--- src/rtl/athena_rom_pkg.sv ---
// Shared types and address-map tables for the Athena ROM loader.
package athena_rom_pkg;

  typedef enum logic [2:0] {
    RgMain, RgSub, RgAudio, RgSide, RgBack, RgSprite, RgYm, RgProm
  } region_e;

  localparam int unsigned NUM_REGIONS = 8;

  localparam logic [31:0] REGION_BASE [NUM_REGIONS] = '{
    32'h00000, 32'h10000, 32'h20000, 32'h30000,
    32'h38000, 32'h48000, 32'h68000, 32'h78000
  };

  localparam logic [31:0] REGION_LAST [NUM_REGIONS] = '{
    32'h0FFFF, 32'h1FFFF, 32'h2FFFF, 32'h37FFF,
    32'h47FFF, 32'h67FFF, 32'h77FFF, 32'h78BFF
  };

  localparam logic [31:0] MAP_END = 32'h78C00;

  localparam logic [7:0] IdxRom  = 8'd0;
  localparam logic [7:0] IdxGame = 8'd1;
  localparam logic [7:0] IdxDsw  = 8'd254;

  typedef enum logic [1:0] {StIdle, StActive, StWrite, StDone} loader_st_e;

endpackage

--- src/rtl/athena_rom_loader_if.sv ---
// hps_io download stream plus the byte-write bus toward the ROM regions.
interface athena_rom_loader_if #(
  parameter int unsigned ADDR_W = 25,
  parameter int unsigned OFS_W  = 17
);
  logic              ioctl_download;
  logic [7:0]        ioctl_index;
  logic              ioctl_wr;
  logic [ADDR_W-1:0] ioctl_addr;
  logic [7:0]        ioctl_dout;
  logic              ioctl_wait;
  logic [2:0]        mem_sel;
  logic [OFS_W-1:0]  mem_addr;
  logic [7:0]        mem_data;
  logic              mem_we;
  logic              mem_ack;

  // Host side: hps_io stream source and memory acknowledger.
  modport master (
    output ioctl_download, ioctl_index, ioctl_wr, ioctl_addr, ioctl_dout, mem_ack,
    input  ioctl_wait, mem_sel, mem_addr, mem_data, mem_we
  );

  modport slave (
    input  ioctl_download, ioctl_index, ioctl_wr, ioctl_addr, ioctl_dout, mem_ack,
    output ioctl_wait, mem_sel, mem_addr, mem_data, mem_we
  );
endinterface

--- src/rtl/athena_rom_decode.sv ---
// Combinational byte address -> {valid, region, offset-in-region} lookup.
module athena_rom_decode
  import athena_rom_pkg::*;
#(
  parameter int unsigned ADDR_W = 25,
  parameter int unsigned OFS_W  = 17
) (
  input  logic [ADDR_W-1:0] addr,
  output logic              valid,
  output region_e           sel,
  output logic [OFS_W-1:0]  offset
);

  logic [31:0] addr_ext;
  logic [31:0] rel;

  assign addr_ext = 32'(addr);

  always_comb begin
    valid  = 1'b0;
    sel    = RgMain;
    offset = '0;
    rel    = '0;
    if (addr_ext < MAP_END) begin
      for (int i = 0; i < NUM_REGIONS; i++) begin
        // Unsigned wrap makes addresses below the base fail the size test.
        rel = addr_ext - REGION_BASE[i];
        if (rel <= (REGION_LAST[i] - REGION_BASE[i])) begin
          valid  = 1'b1;
          sel    = region_e'(i[2:0]);
          offset = OFS_W'(rel);
        end
      end
    end
  end

endmodule

--- src/rtl/athena_rom_loader.sv ---
// ROM download loader: routes hps_io index-0 bytes into region writes with a
// one-byte hold buffer. Define ATHENA_ROM_CHECKSUM_EN for the running byte sum.
module athena_rom_loader
  import athena_rom_pkg::*;
#(
  parameter int unsigned ADDR_W = 25,
  parameter int unsigned OFS_W  = 17
) (
  input  logic                i_clk,
  input  logic                RESETn,
  athena_rom_loader_if.slave  bus,
  output logic [7:0]          game,
  output logic [15:0]         dsw,
  output logic                load_done,
  output logic                load_err,
  output logic [15:0]         checksum
);

  loader_st_e       state_q;
  logic             dl_q;
  logic             mem_we_q;
  region_e          mem_sel_q;
  logic [OFS_W-1:0] mem_addr_q;
  logic [7:0]       mem_data_q;
  logic             hold_full_q;
  region_e          hold_sel_q;
  logic [OFS_W-1:0] hold_addr_q;
  logic [7:0]       hold_data_q;
  logic [7:0]       game_q;
  logic [15:0]      dsw_q;
  logic             load_done_q;
  logic             load_err_q;

  logic             dec_valid;
  region_e          dec_sel;
  logic [OFS_W-1:0] dec_offset;

  athena_rom_decode #(
    .ADDR_W (ADDR_W),
    .OFS_W  (OFS_W)
  ) u_decode (
    .addr   (bus.ioctl_addr),
    .valid  (dec_valid),
    .sel    (dec_sel),
    .offset (dec_offset)
  );

  logic rom_wr;
  logic new_ok;
  logic start_load;
  logic byte_acked;

  assign rom_wr     = bus.ioctl_wr && (bus.ioctl_index == IdxRom);
  assign new_ok     = rom_wr && dec_valid;
  assign start_load = ((state_q == StIdle) || (state_q == StDone)) &&
                      bus.ioctl_download && !dl_q && (bus.ioctl_index == IdxRom);
  assign byte_acked = (state_q == StWrite) && bus.mem_ack;

  always_ff @(posedge i_clk or negedge RESETn) begin
    if (!RESETn) begin
      state_q     <= StIdle;
      dl_q        <= 1'b0;
      mem_we_q    <= 1'b0;
      mem_sel_q   <= RgMain;
      mem_addr_q  <= '0;
      mem_data_q  <= '0;
      hold_full_q <= 1'b0;
      hold_sel_q  <= RgMain;
      hold_addr_q <= '0;
      hold_data_q <= '0;
      game_q      <= '0;
      dsw_q       <= 16'hFFFF;
      load_done_q <= 1'b0;
      load_err_q  <= 1'b0;
    end else begin
      dl_q <= bus.ioctl_download;

      if (bus.ioctl_wr && (bus.ioctl_index == IdxGame) && (bus.ioctl_addr == '0)) begin
        game_q <= bus.ioctl_dout;
      end
      if (bus.ioctl_wr && (bus.ioctl_index == IdxDsw)) begin
        if (bus.ioctl_addr == '0) begin
          dsw_q[7:0] <= bus.ioctl_dout;
        end else if (bus.ioctl_addr == ADDR_W'(1)) begin
          dsw_q[15:8] <= bus.ioctl_dout;
        end
      end

      unique case (state_q)
        StIdle, StDone: begin
          if (start_load) begin
            state_q     <= StActive;
            load_done_q <= 1'b0;
            load_err_q  <= 1'b0;
          end
        end
        StActive: begin
          if (new_ok) begin
            mem_sel_q  <= dec_sel;
            mem_addr_q <= dec_offset;
            mem_data_q <= bus.ioctl_dout;
            mem_we_q   <= 1'b1;
            state_q    <= StWrite;
          end else if (rom_wr) begin
            load_err_q <= 1'b1;
          end else if (!bus.ioctl_download) begin
            state_q     <= StDone;
            load_done_q <= 1'b1;
          end
        end
        StWrite: begin
          if (rom_wr && !dec_valid) begin
            load_err_q <= 1'b1;
          end
          if (byte_acked) begin
            // Keep mem_we high when another byte is ready so there is no gap.
            if (hold_full_q) begin
              mem_sel_q   <= hold_sel_q;
              mem_addr_q  <= hold_addr_q;
              mem_data_q  <= hold_data_q;
              hold_full_q <= new_ok;
              hold_sel_q  <= dec_sel;
              hold_addr_q <= dec_offset;
              hold_data_q <= bus.ioctl_dout;
            end else if (new_ok) begin
              mem_sel_q  <= dec_sel;
              mem_addr_q <= dec_offset;
              mem_data_q <= bus.ioctl_dout;
            end else begin
              mem_we_q <= 1'b0;
              if (bus.ioctl_download) begin
                state_q <= StActive;
              end else begin
                state_q     <= StDone;
                load_done_q <= 1'b1;
              end
            end
          end else if (new_ok) begin
            if (hold_full_q) begin
              load_err_q <= 1'b1;
            end else begin
              hold_full_q <= 1'b1;
              hold_sel_q  <= dec_sel;
              hold_addr_q <= dec_offset;
              hold_data_q <= bus.ioctl_dout;
            end
          end
        end
        default: state_q <= StIdle;
      endcase
    end
  end

`ifdef ATHENA_ROM_CHECKSUM_EN
  logic [15:0] checksum_q;

  always_ff @(posedge i_clk or negedge RESETn) begin
    if (!RESETn) begin
      checksum_q <= '0;
    end else if (start_load) begin
      checksum_q <= '0;
    end else if (byte_acked) begin
      checksum_q <= checksum_q + {8'h00, mem_data_q};
    end
  end

  assign checksum = checksum_q;
`else
  assign checksum = '0;
`endif

  assign bus.ioctl_wait = (state_q == StWrite) || hold_full_q;
  assign bus.mem_we     = mem_we_q;
  assign bus.mem_sel    = mem_sel_q;
  assign bus.mem_addr   = mem_addr_q;
  assign bus.mem_data   = mem_data_q;
  assign game           = game_q;
  assign dsw            = dsw_q;
  assign load_done      = load_done_q;
  assign load_err       = load_err_q;

endmodule

--- src/flat_wrapper.sv ---
// flat-port wrapper written by rule: the top's interface ports become plain ports
module athena_rom_loader_flat import athena_rom_pkg::*;
#(
  parameter int unsigned ADDR_W = 25,
  parameter int unsigned OFS_W  = 17
)
  (i_clk, RESETn, game, dsw, load_done, load_err, checksum, bus_ioctl_download, bus_ioctl_index, bus_ioctl_wr, bus_ioctl_addr, bus_ioctl_dout, bus_mem_ack, bus_ioctl_wait, bus_mem_sel, bus_mem_addr, bus_mem_data, bus_mem_we);
  athena_rom_loader_if #(.ADDR_W(ADDR_W), .OFS_W(OFS_W)) bus_i ();
  input  logic i_clk;
  input  logic RESETn;
  output logic [7:0] game;
  output logic [15:0] dsw;
  output logic load_done;
  output logic load_err;
  output logic [15:0] checksum;
  input wire logic [$bits(bus_i.ioctl_download)-1:0] bus_ioctl_download;
  input wire logic [$bits(bus_i.ioctl_index)-1:0] bus_ioctl_index;
  input wire logic [$bits(bus_i.ioctl_wr)-1:0] bus_ioctl_wr;
  input wire logic [$bits(bus_i.ioctl_addr)-1:0] bus_ioctl_addr;
  input wire logic [$bits(bus_i.ioctl_dout)-1:0] bus_ioctl_dout;
  input wire logic [$bits(bus_i.mem_ack)-1:0] bus_mem_ack;
  output wire logic [$bits(bus_i.ioctl_wait)-1:0] bus_ioctl_wait;
  output wire logic [$bits(bus_i.mem_sel)-1:0] bus_mem_sel;
  output wire logic [$bits(bus_i.mem_addr)-1:0] bus_mem_addr;
  output wire logic [$bits(bus_i.mem_data)-1:0] bus_mem_data;
  output wire logic [$bits(bus_i.mem_we)-1:0] bus_mem_we;
  assign bus_i.ioctl_download = bus_ioctl_download;
  assign bus_i.ioctl_index = bus_ioctl_index;
  assign bus_i.ioctl_wr = bus_ioctl_wr;
  assign bus_i.ioctl_addr = bus_ioctl_addr;
  assign bus_i.ioctl_dout = bus_ioctl_dout;
  assign bus_i.mem_ack = bus_mem_ack;
  assign bus_ioctl_wait = bus_i.ioctl_wait;
  assign bus_mem_sel = bus_i.mem_sel;
  assign bus_mem_addr = bus_i.mem_addr;
  assign bus_mem_data = bus_i.mem_data;
  assign bus_mem_we = bus_i.mem_we;
  athena_rom_loader #(.ADDR_W(ADDR_W), .OFS_W(OFS_W)) u_core (.i_clk(i_clk), .RESETn(RESETn), .bus(bus_i), .game(game), .dsw(dsw), .load_done(load_done), .load_err(load_err), .checksum(checksum));
endmodule
--- config.mk ---
export PLATFORM = sky130hd
export DESIGN_NAME = athena_rom_loader_flat
export DESIGN_NICKNAME = d
export VERILOG_FILES = /design/src/rtl/athena_rom_pkg.sv /design/src/rtl/athena_rom_loader_if.sv /design/src/rtl/athena_rom_decode.sv /design/src/rtl/athena_rom_loader.sv /design/src/flat_wrapper.sv
export SDC_FILE = /design/constraint.sdc
export NUM_CORES = 1
export LEC_CHECK = 0
export BUFFER_PORTS_ARGS = -buffer_cell sky130_fd_sc_hd__buf_2
export CELL_PAD_IN_SITES_DETAIL_PLACEMENT = 0
export CELL_PAD_IN_SITES_GLOBAL_PLACEMENT = 1
export CORE_ASPECT_RATIO = 1.4
export CORE_MARGIN = 2
export CORE_UTILIZATION = 39
export CTS_CLUSTER_DIAMETER = 200
export DETAILED_ROUTE_END_ITERATION = 6
export PLACE_DENSITY = 0.78
export SETUP_SLACK_MARGIN = 0.05
export SLEW_MARGIN = 20
export SYNTH_ARGS = -nofsm -noshare
export SYNTH_HDL_FRONTEND = slang
export SYNTH_HIERARCHICAL = 1
export SYNTH_SLANG_ARGS = --single-unit
--- constraint.sdc ---
create_clock -name i_clk -period 2.1 [get_ports i_clk]
set_input_delay 0 -clock i_clk [delete_from_list [all_inputs] [get_ports i_clk]]
set_output_delay 0 -clock i_clk [all_outputs]
set_load 0.05 [all_outputs]
# Word level (Yosys, flattened, before mapping)
# Index checks and enable logic that the tools add are counted.
# op_classes
addsub,7
mul,0
div_mod_pow,0
n_lt_le_gt_ge,9
eq_ne,18
shift,0
mux,81
bitwise_logic,1
n_reduce_logical,29
# ops
op,count
17-bit two-way mux,16
"32-bit by 16-bit less-or-equal comparator with 1-bit output, second input constant",4
"25-bit by 18-bit subtractor with 26-bit output, second input constant",3
"25-bit by 19-bit subtractor with 26-bit output, second input constant",3
8-bit two-way mux,7
3-bit two-way mux,14
17-bit case mux with 2 select lines,1
"32-bit by 12-bit less-or-equal comparator with 1-bit output, second input constant",1
"32-bit by 15-bit less-or-equal comparator with 1-bit output, second input constant",1
"32-bit by 17-bit less-or-equal comparator with 1-bit output, second input constant",1
1-bit two-way mux,29
"25-bit by 17-bit subtractor with 26-bit output, second input constant",1
"25-bit by 1-bit == test with 1-bit output, second input constant",1
"25-bit by 16-bit less-or-equal comparator with 1-bit output, second input constant",1
25-bit logical NOT,1
"25-bit by 19-bit < comparator with 1-bit output, second input constant",1
2-bit two-way mux,8
8-bit case mux with 2 select lines,1
6-bit AND reduction,2
1-bit logical AND,10
"2-bit by 1-bit inequality test with 1-bit output, second input constant",5
"2-bit inequality test, second input constant",5
"8-bit by 1-bit == test with 1-bit output, second input constant",1
"8-bit == test, second input constant",1
19 further kinds,27
# word_totals
ff_bits,87
latch_bits,0
mem_bits_rw,0
mem_bits_ro,0
in_bits,46
output_inout_bits,72
elab_cells,160
memories,0

# Logic depth before layout (Yosys ltp)
# depth
word_depth,17
ltp_mapped,13
ltp_nobuf,11

# Modules after synthesis
# The synthesis kept the hierarchy.
# modules_own_cells
module,n_inst,cells_each,area_per_inst_um2,seq_area_each_um2
athena_rom_loader,1,295,4179.0,2197.1
athena_rom_decode,1,131,1012.2,0.0

# Worst setup path after synthesis
# OpenSTA, ideal clock, no wires.
# synth_path
path_kind,input to register
start,input port bus_ioctl_addr[16]
end,register u_core.mem_addr_q[10] (netlist: u_core/bus.mem_addr[10])
setup_time_ps,125
t_arrival_ps,3294
required_ps,1975
setup_slack_ps,-1319
stages,13
path_buffers,3
cell_sequence,buf_2 > inv_1 > ha_1 > or4b_1 > a211o_1 > a2111oi_4 > a31oi_2 > a31oi_4 > buf_6 > nand4_2 > a221oi_4 > buf_6 > mux2_2
# synth_between
elab_chain_len,15
word_cells_on_any_way,39
cone_classes,add/sub (7); order compare (9); mux (22); reduce/logical (1)
# synth_rtl
item,line_no,rtl
"start, declared",flat_wrapper.sv:19,input wire logic [$bits(bus_i.ioctl_addr)-1:0] bus_ioctl_addr;
25-bit by 17-bit subtractor with 26-bit output / 25-bit by 16-bit less-or-equal comparator with 1-bit output (equally long branches),"athena_rom_decode.sv:27, athena_rom_decode.sv:28",
32-bit by 16-bit less-or-equal comparator with 1-bit output / 1-bit two-way mux (equally long branches),athena_rom_decode.sv:28,if (rel <= (REGION_LAST[i] - REGION_BASE[i])) begin
1-bit two-way mux (7 in series),athena_rom_decode.sv:28,
1-bit two-way mux *,athena_rom_decode.sv:24,if (addr_ext < MAP_END) begin
named net u_core.dec_valid,athena_rom_loader.sv:34,logic dec_valid;
1-bit logical AND *,athena_rom_loader.sv:54,assign new_ok = rom_wr && dec_valid;
17-bit two-way mux *,"athena_rom_loader.sv:98, athena_rom_loader.sv:125",
17-bit two-way mux,athena_rom_loader.sv:117,if (hold_full_q) begin
17-bit two-way mux,athena_rom_loader.sv:115,if (byte_acked) begin
17-bit case mux with 2 select lines *,athena_rom_loader.sv:89,unique case (state_q)
"end signal, assigned",athena_rom_loader.sv:100,mem_addr_q <= dec_offset;
"end signal, assigned",athena_rom_loader.sv:119,mem_addr_q <= hold_addr_q;
"end signal, assigned",athena_rom_loader.sv:127,mem_addr_q <= dec_offset;
"end, declared",athena_rom_loader.sv:23,logic [OFS_W-1:0] mem_addr_q;
# Mark *: on every way through the listed nets, which the timed path passes. The rest lies on a longest branch. The select of a mux whose other input is x is not followed.
# A chain may end at the register's enable or synchronous reset.

# Final worst setup path
# layout_path
start,input port bus_ioctl_addr[16]
end,register u_core.hold_addr_q[13]
# layout_between
elab_chain_len,13
word_cells_on_any_way,41
cone_classes,add/sub (7); order compare (9); mux (22); reduce/logical (3)
# layout_rtl
item,line_no,rtl
25-bit by 17-bit subtractor with 26-bit output / 25-bit by 16-bit less-or-equal comparator with 1-bit output (equally long branches),"athena_rom_decode.sv:27, athena_rom_decode.sv:28",
32-bit by 16-bit less-or-equal comparator with 1-bit output / 1-bit two-way mux (equally long branches),athena_rom_decode.sv:28,
1-bit two-way mux (7 in series),athena_rom_decode.sv:28,
1-bit two-way mux *,athena_rom_decode.sv:24,
named net u_core.dec_valid,athena_rom_loader.sv:34,
1-bit logical AND *,athena_rom_loader.sv:54,
2-bit nonzero test (no source line) *,n/a,
4-bit AND reduction (no source line) *,n/a,
"end signal, assigned",athena_rom_loader.sv:123,hold_addr_q <= dec_offset;
"end signal, assigned",athena_rom_loader.sv:144,hold_addr_q <= dec_offset;
"end, declared",athena_rom_loader.sv:27,logic [OFS_W-1:0] hold_addr_q;
# Marks and branches as above.

==> metrics.txt <==
max cap viols=0; failing checks=negative setup slack; Net Sw Frac=31.4%; violation count after the first detailed-route iteration=164; H-tree levels=3; Sinks on Clock Net=87; P_int=2970 µW; status=finished, violations left; unrepaired setup endpoints after global routing=true; drc violations=0; Post-synth ARST share=100%; Yosys top cell by area=dfrtp_1; Worst Path Required=2.32 ns; share of cells above drive strength 1=61.5%; DIE HEIGHT=141 µm; layout filler cell count=1087; hold_sp=bus_ioctl_wr; die area=14300 µm²; Post-Route Setup TNS=-26.47 ns; Routed WL=15.3 mm; PortBufs=101; top cell type's share of synthesized area=34.2%; initial antenna violation count=0; initial core utilization=40.1%; hold depth=3; Layout area overhead=45.8%; final setup fails=61; gp weighted congestion=0.872; VDD IR max=0.343 mV; vias per inst=5.23; Post-Layout Cell Count=825; die width=102 µm; CTS Buf Count=9; Post-synth EDFFs=0; total power=4330 µW; skew final=0.0113 ns; vias=4318; critical path launch point type=input pin; CTS Buffer Depth=2; critical path type=input pin to flop; Synth Register Bits=87; syn_area_per_cell=12.2 µm²; register area=2200 µm²; period utilisation layout=124%; # IOs=118; Worst R2R Start=u_core/state_q[0]; Worst-Skew Late Latency=0.34 ns; Clock Pin Slew Worst Setup and Hold Paths=0.07 ns; CTS tree=done; most frequent cells after synthesis=98 x mux2_2, 71 x dfrtp_1, 20 x buf_4, 17 x and2_1, 16 x dfstp_2; largest cells by area after synthesis=dfrtp_1 34%, mux2_2 21%, dfstp_2 8.1%, buf_4 2.9%, ha_1 2.4%; row cnt=49; Crit path arrival time=2.82 ns; Comb power frac=24.4%; Post-Syn Area=5190 µm²; total grt overflow=0; r2r setup slk=0.16 ns; Hold Path Class=input pin to flop; most common cell in the netlist=mux2_2; wire per inst=18.6 µm; Detailed Place HPWL=11.0 mm; Core Box Area=12900 µm²; sequential fraction of the synthesis area=42.3%; vias in the first global route=4538; Top FF cell, synth=dfrtp_1; Final Hold Viols=0; crit-path max FO=8; Synth Instances=426; reg2reg path depth=8; Slew headroom=58.2%; reg2reg end=u_core/bus.mem_addr[4]; Setup crit end kind=flop; Synth Warn #=6; sequential power share=40.1%; Multi-input gate area=3090 µm²; First-pass DRT Iterations=4; FMAX=0.384 GHz; largest net degree at the start of global routing=46; all-layer global routing usage=21.3%; crit path time final=2.60 ns; DRT antenna net count=0; Worst Max-Slew Pin Slew=0.627 ns; Nets=697; Net Switching=1360 µW; Static Leak=0.00365 µW; first-pass GRT wire length=23.5 mm; Clock power frac=35.5%; final max-slew violation count=0; dpl cells=778; hold endpoint=u_core/load_done; synth unique cells=80; Final WS setup=-0.501 ns; CTS root buf=clkbuf_16; Cell Pwr Density=572 nW/µm²
## per-stage QoR
stage | worst slack [ns] | utilization (%) | instance area, µm² | hold WS (ns)
floorplan | -1.15 | - | 5460 | -0.296
global placement | -0.915 | 51.9 | 6710 | 0.0392
detailed placement | -0.982 | 51.9 | 6710 | 0.0463
CTS | -0.499 | 57.3 | 7410 | 0.0451
global route | -0.594 | 58.5 | 7560 | 0.0660
finish | -0.501 | 58.5 | 7570 | 0.0484
## critical path, stage by stage
cell and delay (ns):
buf_8 0.11, buf_6 0.12, ha_4 0.16, a21bo_2 0.19, a211o_1 0.33, a2111oi_4 0.35, buf_4 0.19, a21oi_4 0.04
a31oi_4 0.23, buf_6 0.13, nand4_1 0.14, o21ai_4 0.22, buf_12 0.14, clkbuf_16 0.16, mux2_4 0.30
## worst max path at each step
stage	startpoint	end	slack [ns]	cells after the start
CTS	bus_ioctl_addr[15]	u_core/bus.mem_sel[1]	-0.50	14
floorplan	bus_ioctl_addr[16]	u_core/bus.mem_addr[10]	-1.15	13
global route	bus_ioctl_addr[16]	u_core/bus.mem_addr[4]	-0.59	14
detailed placement	bus_ioctl_addr[16]	u_core/bus.mem_sel[1]	-0.98	12
finish	bus_ioctl_addr[16]	u_core/hold_addr_q[13]	-0.50	15
global placement	bus_ioctl_addr[16]	u_core/bus.mem_sel[0]	-0.92	12
## power groups by stage
| stage | logic [µW] | clock network, µW | registers (µW) |
|---|---|---|---|
| CTS | 1020 | 1560 | 1740 |
| finish | 1050 | 1540 | 1740 |
| floorplan | 608 | 0 | 1770 |
| global route | 1140 | 1630 | 1740 |
| detailed placement | 945 | 0 | 1760 |
| global placement | 934 | 0 | 1760 |
## cell type report
| cell class | instances | area share, % |
|---|---|---|
| Antenna cell | 1 | 0.0331 |
| Clock buffer | 10 | 3.03 |
| Clock inverter | 6 | 0.694 |
| Inverter | 8 | 0.529 |
| Multi-Input combinational cell | 307 | 40.9 |
| Sequential cell | 87 | 29.0 |
| Tap cell | 178 | 2.94 |
| Timing Repair Buffer | 228 | 22.9 |
## metal layers
| layer | global-route usage (%) | vias up | part of all wire (%) |
|---|---|---|---|
| met2 | 39.3 | 124 | 54 |
| met3 | 3.14 | 26 | 3.8 |
| li1 | - | 2005 | - |
| met5 | 0 | - | 0 |
| met4 | 7.33 | 0 | 2.6 |
| met1 | 24.3 | 2163 | 40 |
## kinds of logic (layout without fill, tap and decap cells)
kind of cell,after synthesis,in the layout,synth area share (%)
AOI/OAI and AO/OA,66,66,11.4
DFF,87,87,42.3
other,1,17,0.0722
and+or+nand+nor,101,101,13.0
adders and majority gates,10,10,2.41
muxes,109,109,24.2
buffers and inverters,47,252,5.76
xor gates and xnor gates,5,5,0.844
## placed cells by master (no fill, tap or decap), types with 11 or more instances in the layout
| cell type | instances |
|---|---|
| buf_2 | 97 |
| dfstp_2 | 16 |
| conb_1 | 16 |
| mux2_2 | 44 |
| buf_6 | 12 |
| buf_4 | 93 |
| and2_1 | 17 |
| clkbuf_16 | 11 |
| mux2_4 | 64 |
| dfrtp_1 | 71 |
| dlygate4sd3_1 | 11 |
## sequential cells by signal (all words and copies together), names as in the netlist
register and count:
u_core/dl_q 1, u_core/bus.mem_addr 17, u_core/bus.mem_we 1, u_core/hold_full_q 1
u_core/dsw 16, u_core/load_err 1, u_core/state_q 2, u_core/bus.mem_sel 3
u_core/hold_sel_q 3, u_core/bus.mem_data 8, u_core/hold_data_q 8, u_core/game 8
u_core/load_done 1, u_core/hold_addr_q 17
## timing repair
item,in CTS,in global routing
pin swaps,9,11
hold buffers,11,0
endpoints found under the setup margin,62,62
hold endpoints to repair,72,0
setup buffers,11,8
cloned,2,2
resized for setup,38,22
Power figures use the tool's default switching activity.
